**config.mk**
```make
export PLATFORM = sky130hd
export DESIGN_NAME = pio_gpio_infilter
export DESIGN_NICKNAME = d
export VERILOG_FILES = /design/src/rtl/pio_gpio_infilter.sv
export SDC_FILE = /design/constraint.sdc
export NUM_CORES = 1
export LEC_CHECK = 0
export CORE_MARGIN = 4
export CORE_UTILIZATION = 30
export DETAILED_ROUTE_END_ITERATION = 8
export DONT_BUFFER_PORTS = 1
export GPL_TIMING_DRIVEN = 0
export HOLD_SLACK_MARGIN = 0.15
export SLEW_MARGIN = 10
export SYNTH_ARGS = -nofsm -noshare
export SYNTH_HDL_FRONTEND = slang
export SYNTH_SLANG_ARGS = --single-unit
```
**constraint.sdc**
```tcl
create_clock -name clk -period 27.8 [get_ports clk]
set_input_delay 2.78 -clock clk [delete_from_list [all_inputs] [get_ports clk]]
set_output_delay 2.78 -clock clk [all_outputs]
set_load 0.02 [all_outputs]
```
**src/rtl/pio_gpio_infilter.sv**
```systemverilog
// GPIO input conditioning ahead of the PIO gpio_in port: per-pin synchronizer,
// prescaled debounce filter, registered output and rise/fall edge pulses.

module pio_gpio_infilter_pin #(
    parameter int CNTW        = 8,
    parameter int SYNC_STAGES = 2
) (
    input  logic            clk,
    input  logic            reset,
    input  logic            raw,
    input  logic            sync_bypass,
    input  logic            filt_en,
    input  logic [CNTW-1:0] filt_len,
    input  logic            tick,
    output logic            gpio_in,
    output logic            rise_pulse,
    output logic            fall_pulse
);

    logic [SYNC_STAGES-1:0] sync_q;
    logic                   sample;
    logic                   stable;
    logic                   gpio_q;
    logic [CNTW-1:0]        cnt;
    logic [CNTW:0]          cnt_inc;
    logic                   len_hit;

    // The chain keeps shifting while bypassed so re-enabling it never exposes stale data.
    always_ff @(posedge clk or posedge reset) begin
        if (reset) sync_q <= '0;
        else       sync_q <= {sync_q[SYNC_STAGES-2:0], raw};
    end

    assign sample = sync_bypass ? raw : sync_q[SYNC_STAGES-1];

    // One extra bit so cnt+1 can't wrap; >= lets a lowered filt_len act on the next tick.
    assign cnt_inc = {1'b0, cnt} + {{CNTW{1'b0}}, 1'b1};
    assign len_hit = cnt_inc >= {1'b0, filt_len};

    always_ff @(posedge clk or posedge reset) begin
        if (reset) begin
            stable <= 1'b0;
            cnt    <= '0;
        end else if (!filt_en) begin
            stable <= sample;
            cnt    <= '0;
        end else if (sample == stable) begin
            cnt    <= '0;
        end else if (tick) begin
            if (len_hit) begin
                stable <= sample;
                cnt    <= '0;
            end else begin
                cnt    <= cnt_inc[CNTW-1:0];
            end
        end
    end

    always_ff @(posedge clk or posedge reset) begin
        if (reset) gpio_q <= 1'b0;
        else       gpio_q <= stable;
    end

    assign gpio_in    = stable;
    assign rise_pulse =  stable & ~gpio_q;
    assign fall_pulse = ~stable &  gpio_q;

endmodule

module pio_gpio_infilter #(
    parameter int NPIN        = 32,
    parameter int CNTW        = 8,
    parameter int PSW         = 8,
    parameter int SYNC_STAGES = 2
) (
    input  logic            clk,
    input  logic            reset,
    input  logic [NPIN-1:0] gpio_raw,
    input  logic            sync_bypass,
    input  logic [NPIN-1:0] filt_en,
    input  logic [CNTW-1:0] filt_len,
    input  logic [PSW-1:0]  prescale,
    output logic [NPIN-1:0] gpio_in,
    output logic [NPIN-1:0] rise_pulse,
    output logic [NPIN-1:0] fall_pulse,
    output logic            edge_any
);

    logic [PSW-1:0] pcnt;
    logic           tick;

    // >= compare: shrinking prescale mid-count fires on the next cycle instead of wrapping.
    assign tick = pcnt >= prescale;

    always_ff @(posedge clk or posedge reset) begin
        if (reset)     pcnt <= '0;
        else if (tick) pcnt <= '0;
        else           pcnt <= pcnt + {{(PSW-1){1'b0}}, 1'b1};
    end

    for (genvar i = 0; i < NPIN; i++) begin : g_pin
        pio_gpio_infilter_pin #(
            .CNTW        (CNTW),
            .SYNC_STAGES (SYNC_STAGES)
        ) u_pin (
            .clk         (clk),
            .reset       (reset),
            .raw         (gpio_raw[i]),
            .sync_bypass (sync_bypass),
            .filt_en     (filt_en[i]),
            .filt_len    (filt_len),
            .tick        (tick),
            .gpio_in     (gpio_in[i]),
            .rise_pulse  (rise_pulse[i]),
            .fall_pulse  (fall_pulse[i])
        );
    end

    assign edge_any = |(rise_pulse | fall_pulse);

endmodule

```
# Word-level counts from Yosys, hierarchy flattened
# Cells that the tools add are included.
[totals]
ff_bits = 392
latch_bits = 0
mem_bits_rw = 0
mem_bits_ro = 0
output_inout_bits = 97
wordCells = 806
n_memories = 0
[classes]
addsub = 33
multipliers = 0
n_div = 0
magnitude_cmp = 33
eq_ne = 160
shift = 0
mux = 289
bitwise_logic = 129
n_reduce_logical = 33
[op_table]
columns = ["operator", "count"]
rows = [
  ["$mux W8", 129],
  ["$add A8 B1 Y9 const B", 32],
  ["$ge A9 B8 Y1", 32],
  ["$mux W1", 160],
  ["$ne A2 B1 Y1 const B", 64],
  ["$ne A3 B1 Y1 const B", 32],
  ["$reduce_and A3 Y1", 32],
  ["$and A1 B1 Y1", 64],
  ["$ne A2 B2 Y1 const B", 32],
  ["$not A1 Y1", 64],
  ["$eq A1 B1 Y1", 32],
  ["$or A32 B32 Y32", 1],
  ["$reduce_or A32 Y1", 1],
  ["$add A8 B1 Y8 const B", 1],
  ["$ge A8 B8 Y1", 1],
]

# Longest topological paths before layout
# Gate-level depths: netlist of the first run.
[logic_depth]
depth_word = 6
depth_mapped = 13

# By module
# A second synthesis of the first run with hierarchy kept.
[hier_totals]
cells_unflattened = 2831
area_unflattened_um2 = 27071.0
[by_module_without_submodules]
columns = ["mod", "n_inst", "cells_per_inst", "area_each_um2"]
rows = [
  ["pio_gpio_infilter_pin (g_pin[10].u_pin ...)", 31, 86, 824.5],
  ["pio_gpio_infilter_pin (g_pin[0].u_pin)", 1, 89, 838.3],
  ["pio_gpio_infilter", 1, 76, 671.9],
]

# Least setup slack after synthesis of the first run
# No wires, ideal clock.
[synth_path]
path_type = "input to register"
from = "input filt_len[1]"
to = "register g_pin[22].u_pin.stable"
arrival_ns = 5.161
slack_ns = 22.515
stages = 7
path_cell_list = "inv_1 > ha_1 > a2111oi_4 > nor3_1 > or4_4 > a21boi_0 > mux2_2"
[synth_between]
elab_chain_len = 3
[synth_rtl]
columns = ["item", "line_no", "text"]
rows = [
  ["start, declared", "81", "input logic [CNTW-1:0] filt_len,"],
  ["$ge A9 B8 Y1", "38", "assign len_hit = cnt_inc >= {1'b0, filt_len};"],
  ["$ne A2 B1 Y1 (no line)", "-", ""],
  ["$reduce_and A3 Y1 (no line)", "-", ""],
  ["end signal, assigned", "45", "stable <= sample;"],
  ["end signal, assigned", "51", "stable <= sample;"],
  ["end, declared", "22", "logic stable;"],
]
# No other way between the ends.
# A chain may end at the register's enable or synchronous reset.

# Worst setup path in the final report of the first run
[layout_path]
from = "register g_pin[16].u_pin.stable"
to = "output edge_any"
[layout_between]
elab_chain_len = 4
elab_cells_between_ends = 5
cone_classes = "bitwise (4); reduce/logical (1)"
[layout_rtl]
columns = ["item", "line_no", "text"]
rows = [
  ["start, declared", "22", ""],
  ["start signal, assigned", "45", ""],
  ["start signal, assigned", "51", ""],
  ["$not A1 Y1", "66", "assign fall_pulse = ~stable & gpio_q;"],
  ["$and A1 B1 Y1", "66", ""],
  ["$or A32 B32 Y32 (*)", "119", "assign edge_any = |(rise_pulse | fall_pulse);"],
  ["$reduce_or A32 Y1 (*)", "119", ""],
  ["end, declared", "86", "output logic edge_any"],
]
# Mark *: on every way between the ends. The rest lies on a longest branch, timed or not.

==> results of run 1 <==
==> flip-flops by register name, indices dropped and copies added, names as in the netlist <==
name                 count
g_pin.u_pin.cnt        256
g_pin.u_pin.sync_q      64
g_pin.u_pin.gpio_in     32
g_pin.u_pin.gpio_q      32
pcnt                     8
==> cell type report <==
type,instances,area share
diodes,2,0.0001689
plain buffers,142,0.03272
clock buffers,67,0.04779
clock inverters,26,0.01245
inverters,144,0.01849
multi-input cells,1976,0.5011
flip-flops and latches,392,0.3310
well taps,1155,0.04876
repair buffers,10,0.007514
==> where the power goes <==
group | internal (mW) | switching (mW)
combinational | 0.155 | 0.288
clock | 0.427 | 0.279
sequential | 0.612 | 0.0538
==> cell families after synthesis <==
kind of cell	after synthesis
XOR/XNOR	201
buffers and inverters	286
AO/OA/AOI/OAI	549
AND/OR/NAND/NOR	798
adder cells (fa/ha/maj)	361
multiplexers	67
flip-flops	392
==> synth_stat cells (19+ instances only) <==
| cell | n |
|---|---|
| nand3_1 | 165 |
| buf_2 | 19 |
| xnor2_1 | 116 |
| o21ai_0 | 109 |
| nand2_1 | 202 |
| a32o_1 | 46 |
| and3_1 | 70 |
| nor3_1 | 24 |
| a22o_1 | 82 |
| nor2_1 | 169 |
| nand4_1 | 30 |
| dfrtp_1 | 392 |
| mux2_2 | 51 |
| ha_1 | 361 |
| a21oi_1 | 102 |
| a21o_1 | 21 |
| nand3b_1 | 29 |
| buf_4 | 100 |
| xor2_1 | 85 |
| nor2b_1 | 32 |
| inv_1 | 144 |
| a211oi_1 | 27 |
==> final timing paths <==
kind,end,depth (start not counted),from
max,edge_any,4,g_pin[16].u_pin.gpio_in$_DFFE_PP0P_
min reg2reg,g_pin[26].u_pin.sync_q[1]$_DFF_PP0_,0,g_pin[26].u_pin.sync_q[0]$_DFF_PP0_
max reg2reg,g_pin[15].u_pin.cnt[0]$_DFFE_PP0P_,8,pcnt[0]$_DFF_PP0_
min,g_pin[26].u_pin.sync_q[1]$_DFF_PP0_,0,g_pin[26].u_pin.sync_q[0]$_DFF_PP0_
min in group asynchronous,g_pin[9].u_pin.sync_q[1]$_DFF_PP0_,1,reset
max in group asynchronous,g_pin[15].u_pin.cnt[4]$_DFFE_PP0P_,2,reset
==> metal layers <==
layer,up-vias,GRT usage,wire (um)
met3,94,0.03325,4411
met1,9465,0.2113,32860
li1,9667,-,-
met4,2,0.04340,2002
met5,-,0,13
met2,425,0.2518,32560
==> per-stage QoR <==
| step | total power [mW] | instance area, um2 | std cells | utilization |
|---|---|---|---|---|
| global route | 1.922 | 29630 | 3912 | 0.3421 |
| global placement | 1.118 | 27620 | 3809 | 0.3188 |
| detailed placement | 1.128 | 27850 | 3819 | 0.3215 |
| floorplan | 0.9593 | 26170 | 2654 | - |
| finish | 1.815 | 29640 | 3914 | 0.3422 |
| CTS | 1.848 | 29630 | 3912 | 0.3421 |
==> impl_metrics.ini, run 1 <==
[status]
status = completed

[drt]
vias = 19653
first_pass_iters = 5
drc = 0
drt.antenna.violating_nets = 0
wl_per_cell_um = 18.36
wl_mm = 71.84
viasPerCell = 5.021
drt-initial-drc-count = 1167

[sta]
rsz0062_at_grt = false
fin_skew_ps = 26.76
hold_ws_ps = 344.3
period_needed_ps = 5961
drv_slew = 0
setup_violations = 0
max_slew.worst_pin.slew_ps = 1294
fin_ws_ps = 21840
finalCritPeriodShare = 0.2144
finalHoldViolCount = 0
setup-tns-final_ps = 0
relSlewSlack = 0.1375
fmax_mhz = 167.8

[die]
ios = 180
fp.dieW_um = 303.4
die-area_um2 = 92030
fp-row-count = 108
coreArea_um2 = 86620
start_util = 0.3022
die_h_um = 303.4

[place]
numPortBuffers = 0
place_congestion = 0.8311
dp_slack_ps = 21620
dpl.hpwl_mm = 51.28

[critical_path]
path_max_fanout = 6
critPathKind = flip-flop to output pin
cp_cell_sequence = ha_1, nand4_1, nor4_1, nand2_1
critPathTopFamily = simple AND/OR/NAND/NOR gates
critical_path_required_ps = 25020
crit_slowest_cell = nor4_1
critPathBufInv = 0
max_stage_delay_ps = 670
critPathCaptureType = output pin
cp-start-kind = flip-flop
reg2reg_slack_ps = 23900
crit_arrival_ps = 3180

[global_routing]
track_usage = 0.1558
antenna_found_initial = 6
gr-total-overflow = 0
grt_start_max_net_pins = 110
grt_first_pass_wirelength_mm = 111.8
grt_pass1_vias = 19137

[synth]
synthFlopType = dfrtp_1
synth_xor_area_frac = 0.06726
synthTopCellsByArea = dfrtp_1 37%, ha_1 17%, xnor2_1 3.9%, nand3_1 3.2%, nand2_1 2.9%
syn_avg_cell_area_um2 = 9.862
synthesis.nets = 3098
synthAdderAreaFrac = 0.1726
synthCells = 2654
yosysWarningCount = 0
synth.top_cell.area_share = 0.3748
synth_compound_area_frac = 0.1481
synth_top_cell_by_area = dfrtp_1
synth_top_family_by_area = adder cells
yosysUniqueCellTypes = 71
synth_seq_area_share = 0.3748
yosys.area_share.simple = 0.1515
synth_edf_count = 0
syn_area_um2 = 26170
ys_async_sr_fraction = 1.000
synthMuxAreaShare = 0.02806
synth-seq-cells = 392

[cells_and_area]
ff_latch_area_um2 = 9809
final_common_cell = dfrtp_1
area_delta_synth_final_pct = 13.24
fin_nets = 3161
drive_gt1_frac = 0.1103
n_fill_cell = 8776
final_cell_mix = 392 x dfrtp_1, 361 x ha_1, 202 x nand2_1, 169 x nor2_1, 165 x nand3_1
multiInputGateArea_um2 = 14850

[clocking]
ctsLongestPathBuffers = 3
numCtsBuffers = 51
clock-sinks = 392
root_buffer = clkbuf_16
path_clk_slew_ps = 60
insertion_delay_ps = 620
cts_resized = 0
post_cts_buffers = 0
cts_tree = built
postCtsHoldBufs = 0
htreeDepth = 2

[hold_path]
hp-class = flip-flop to flip-flop

[flow_run]
maxCapViolCount = 0

[power_and_ir_drop]
max-vdd-ir-drop_mv = 0.04617
p_per_area_nw_per_um2 = 61.25
power.leakage_nw = 14.50
(Power assumes the default switching activity.)
==> run 2: changes to the inputs <==
Clock period 27.8 ns to 4.9 ns, I/O delays scaled along.
==> run 2 against run 1 <==
Compared with the run above: combinational power increased to 5.8 times the previous value; global-route usage grew 0.21 points; non-clock buffer count increased by 65; hold slack lost 160 ps; flip-flop and latch count unchanged; wire length up 1.5%; critical path depth up 6; clock-buffer cell count is 12 higher; total power rose to 5.6 times the previous value; die area unchanged; register-to-register slack worse by 23000 ps; first-iteration DRC count shrank 8.0%; critical path type is now flip-flop to flip-flop; critical endpoint is now g_pin[5].u_pin.gpio_in$_DFFE_PP0P_.
==> impl_metrics.ini, run 2 (synthesized netlist as in run 1, its figures left out) <==
[die]
ios = 180
die_h_um = 303.4
coreArea_um2 = 86620
fp.dieW_um = 303.4
start_util = 0.3022
fp-row-count = 108
die-area_um2 = 92030

[hold_path]
worstHoldStart = gpio_raw[26]
hp-class = input port to flip-flop

[sta]
finalHoldViolCount = 0
max_slew.worst_pin.slew_ps = 1226
drv_slew = 0
fin_ws_ps = 1295
fin_skew_ps = 11.04
setup_violations = 0
setup-tns-final_ps = 0
period_needed_ps = 3605
rsz0062_at_grt = false
relSlewSlack = 0.1763
fmax_mhz = 277.4
finalCritPeriodShare = 0.7356

[place]
place_congestion = 0.8141
dpl.hpwl_mm = 52.21
dp_slack_ps = 1152
numPortBuffers = 0

[drt]
first_pass_iters = 5
drc = 0
wl_per_cell_um = 18.34
wl_mm = 72.93
vias = 20035
viasPerCell = 5.038
drt.antenna.violating_nets = 0
drt-initial-drc-count = 1074

[cells_and_area]
final_cell_mix = 392 x dfrtp_1, 361 x ha_1, 202 x nand2_1, 169 x nor2_1, 165 x nand3_1
ff_latch_area_um2 = 9809
largest_register = g_pin.u_pin.cnt
final_common_cell = dfrtp_1
largest_reg_flops = 256
fin_util = 0.3492
largestRegisters = g_pin.u_pin.cnt (256), g_pin.u_pin.sync_q (64)
drive_gt1_frac = 0.1099
area_delta_synth_final_pct = 15.58
fin_nets = 3225
multiInputGateArea_um2 = 14850
n_fill_cell = 8826

[power_and_ir_drop]
max-vdd-ir-drop_mv = 0.2764
seqPwrFrac = 0.373
p_per_area_nw_per_um2 = 334.9
switching_share = 0.3404
p_comb_frac = 0.255
p_int_mw = 6.682
power_mw = 10.13
p_clk_frac = 0.372
power.leakage_nw = 14.77
p_switching_mw = 3.448

[clocking]
postCtsHoldBufs = 55
path_clk_slew_ps = 60
htreeDepth = 2
ctsLongestPathBuffers = 3
cts_tree = built
numCtsBuffers = 50
clock-sinks = 392
cts_resized = 0
post_cts_buffers = 0
insertion_delay_ps = 590
root_buffer = clkbuf_16

[critical_path]
path_max_fanout = 9
critPathCaptureType = flip-flop
crit_path_start = g_pin[5].u_pin.cnt[0]$_DFFE_PP0P_
crit_arrival_ps = 4080
critical_path_required_ps = 5370
cp-start-kind = flip-flop
critPathKind = flip-flop to flip-flop
worstReg2RegStart = g_pin[5].u_pin.cnt[0]$_DFFE_PP0P_

[global_routing]
grt_pass1_vias = 19537
track_usage = 0.1579
grt_start_max_net_pins = 38
antenna_found_initial = 4
grt_first_pass_wirelength_mm = 113.5
gr-total-overflow = 0

[flow_run]
maxCapViolCount = 0

[status]
status = completed
[run 2: path summary, 6_finish.rpt]
path / slack (ps) / endpoint / depth (start not counted)
setup / recovery: 1300 / g_pin[5].u_pin.gpio_in$_DFFE_PP0P_ / 10
hold / removal: 190 / g_pin[26].u_pin.gpio_in$_DFFE_PP0P_ / 2
setup reg to reg: 1300 / g_pin[5].u_pin.gpio_in$_DFFE_PP0P_ / 10
hold reg to reg: 340 / g_pin[21].u_pin.sync_q[1]$_DFF_PP0_ / 0
max in group asynchronous: 2850 / g_pin[16].u_pin.sync_q[0]$_DFF_PP0_ / 7
min in group asynchronous: 460 / g_pin[7].u_pin.gpio_q$_DFF_PP0_ / 2
[run 2: power by group through the flow]
stage / clock network (mW) / registers (mW) / logic, mW
after floorplan: 0 / 3.73 / 1.71
after global placement: 0 / 3.84 / 2.51
after detailed placement: 0 / 3.84 / 2.58
after CTS: 3.90 / 3.78 / 2.63
after global routing: 4.04 / 3.82 / 2.87
final: 3.77 / 3.78 / 2.59
[run 2: worst max-delay path, cell delays in order, from the launching register on]
cell and delay, ps:
dfrtp_1 480, ha_1 330, nand3_1 160, xor2_1 210, inv_1 70, ha_1 290, a21o_1 160, a21o_1 180
nor3_1 930, o21ai_0 330, mux2_2 350
[run 2: cell type report]
class                           count  area share
Antenna cell                        2   0.0001654
Buffer                            142     0.03206
Clock buffer                       79     0.05162
Clock inverter                     12    0.004095
Inverter                          144     0.01799
Multi-Input combinational cell   1976      0.4910
Sequential cell                   392      0.3243
Tap cell                         1155     0.04777
Timing Repair Buffer               75     0.03102
[run 2: routing by layer]
| layer | track usage | wire length [um] | vias up |
|---|---|---|---|
| met5 | 0 | 0 | - |
| met4 | 0.04463 | 2042 | 0 |
| met3 | 0.02732 | 3576 | 91 |
| met2 | 0.2505 | 32380 | 380 |
| met1 | 0.2216 | 34930 | 9770 |
| li1 | - | - | 9794 |
[run 2: through the flow]
step | std cells | instance area (um2) | hold slack (ps)
3_5_place_dp | 3829 | 28010 | 334.7
3_3_place_gp | 3809 | 27620 | 331.4
4_1_cts | 3975 | 30250 | 160.0
2_1_floorplan | 2654 | 26180 | 331.2
6_report | 3977 | 30250 | 188.8
5_1_grt | 3975 | 30250 | 184.5
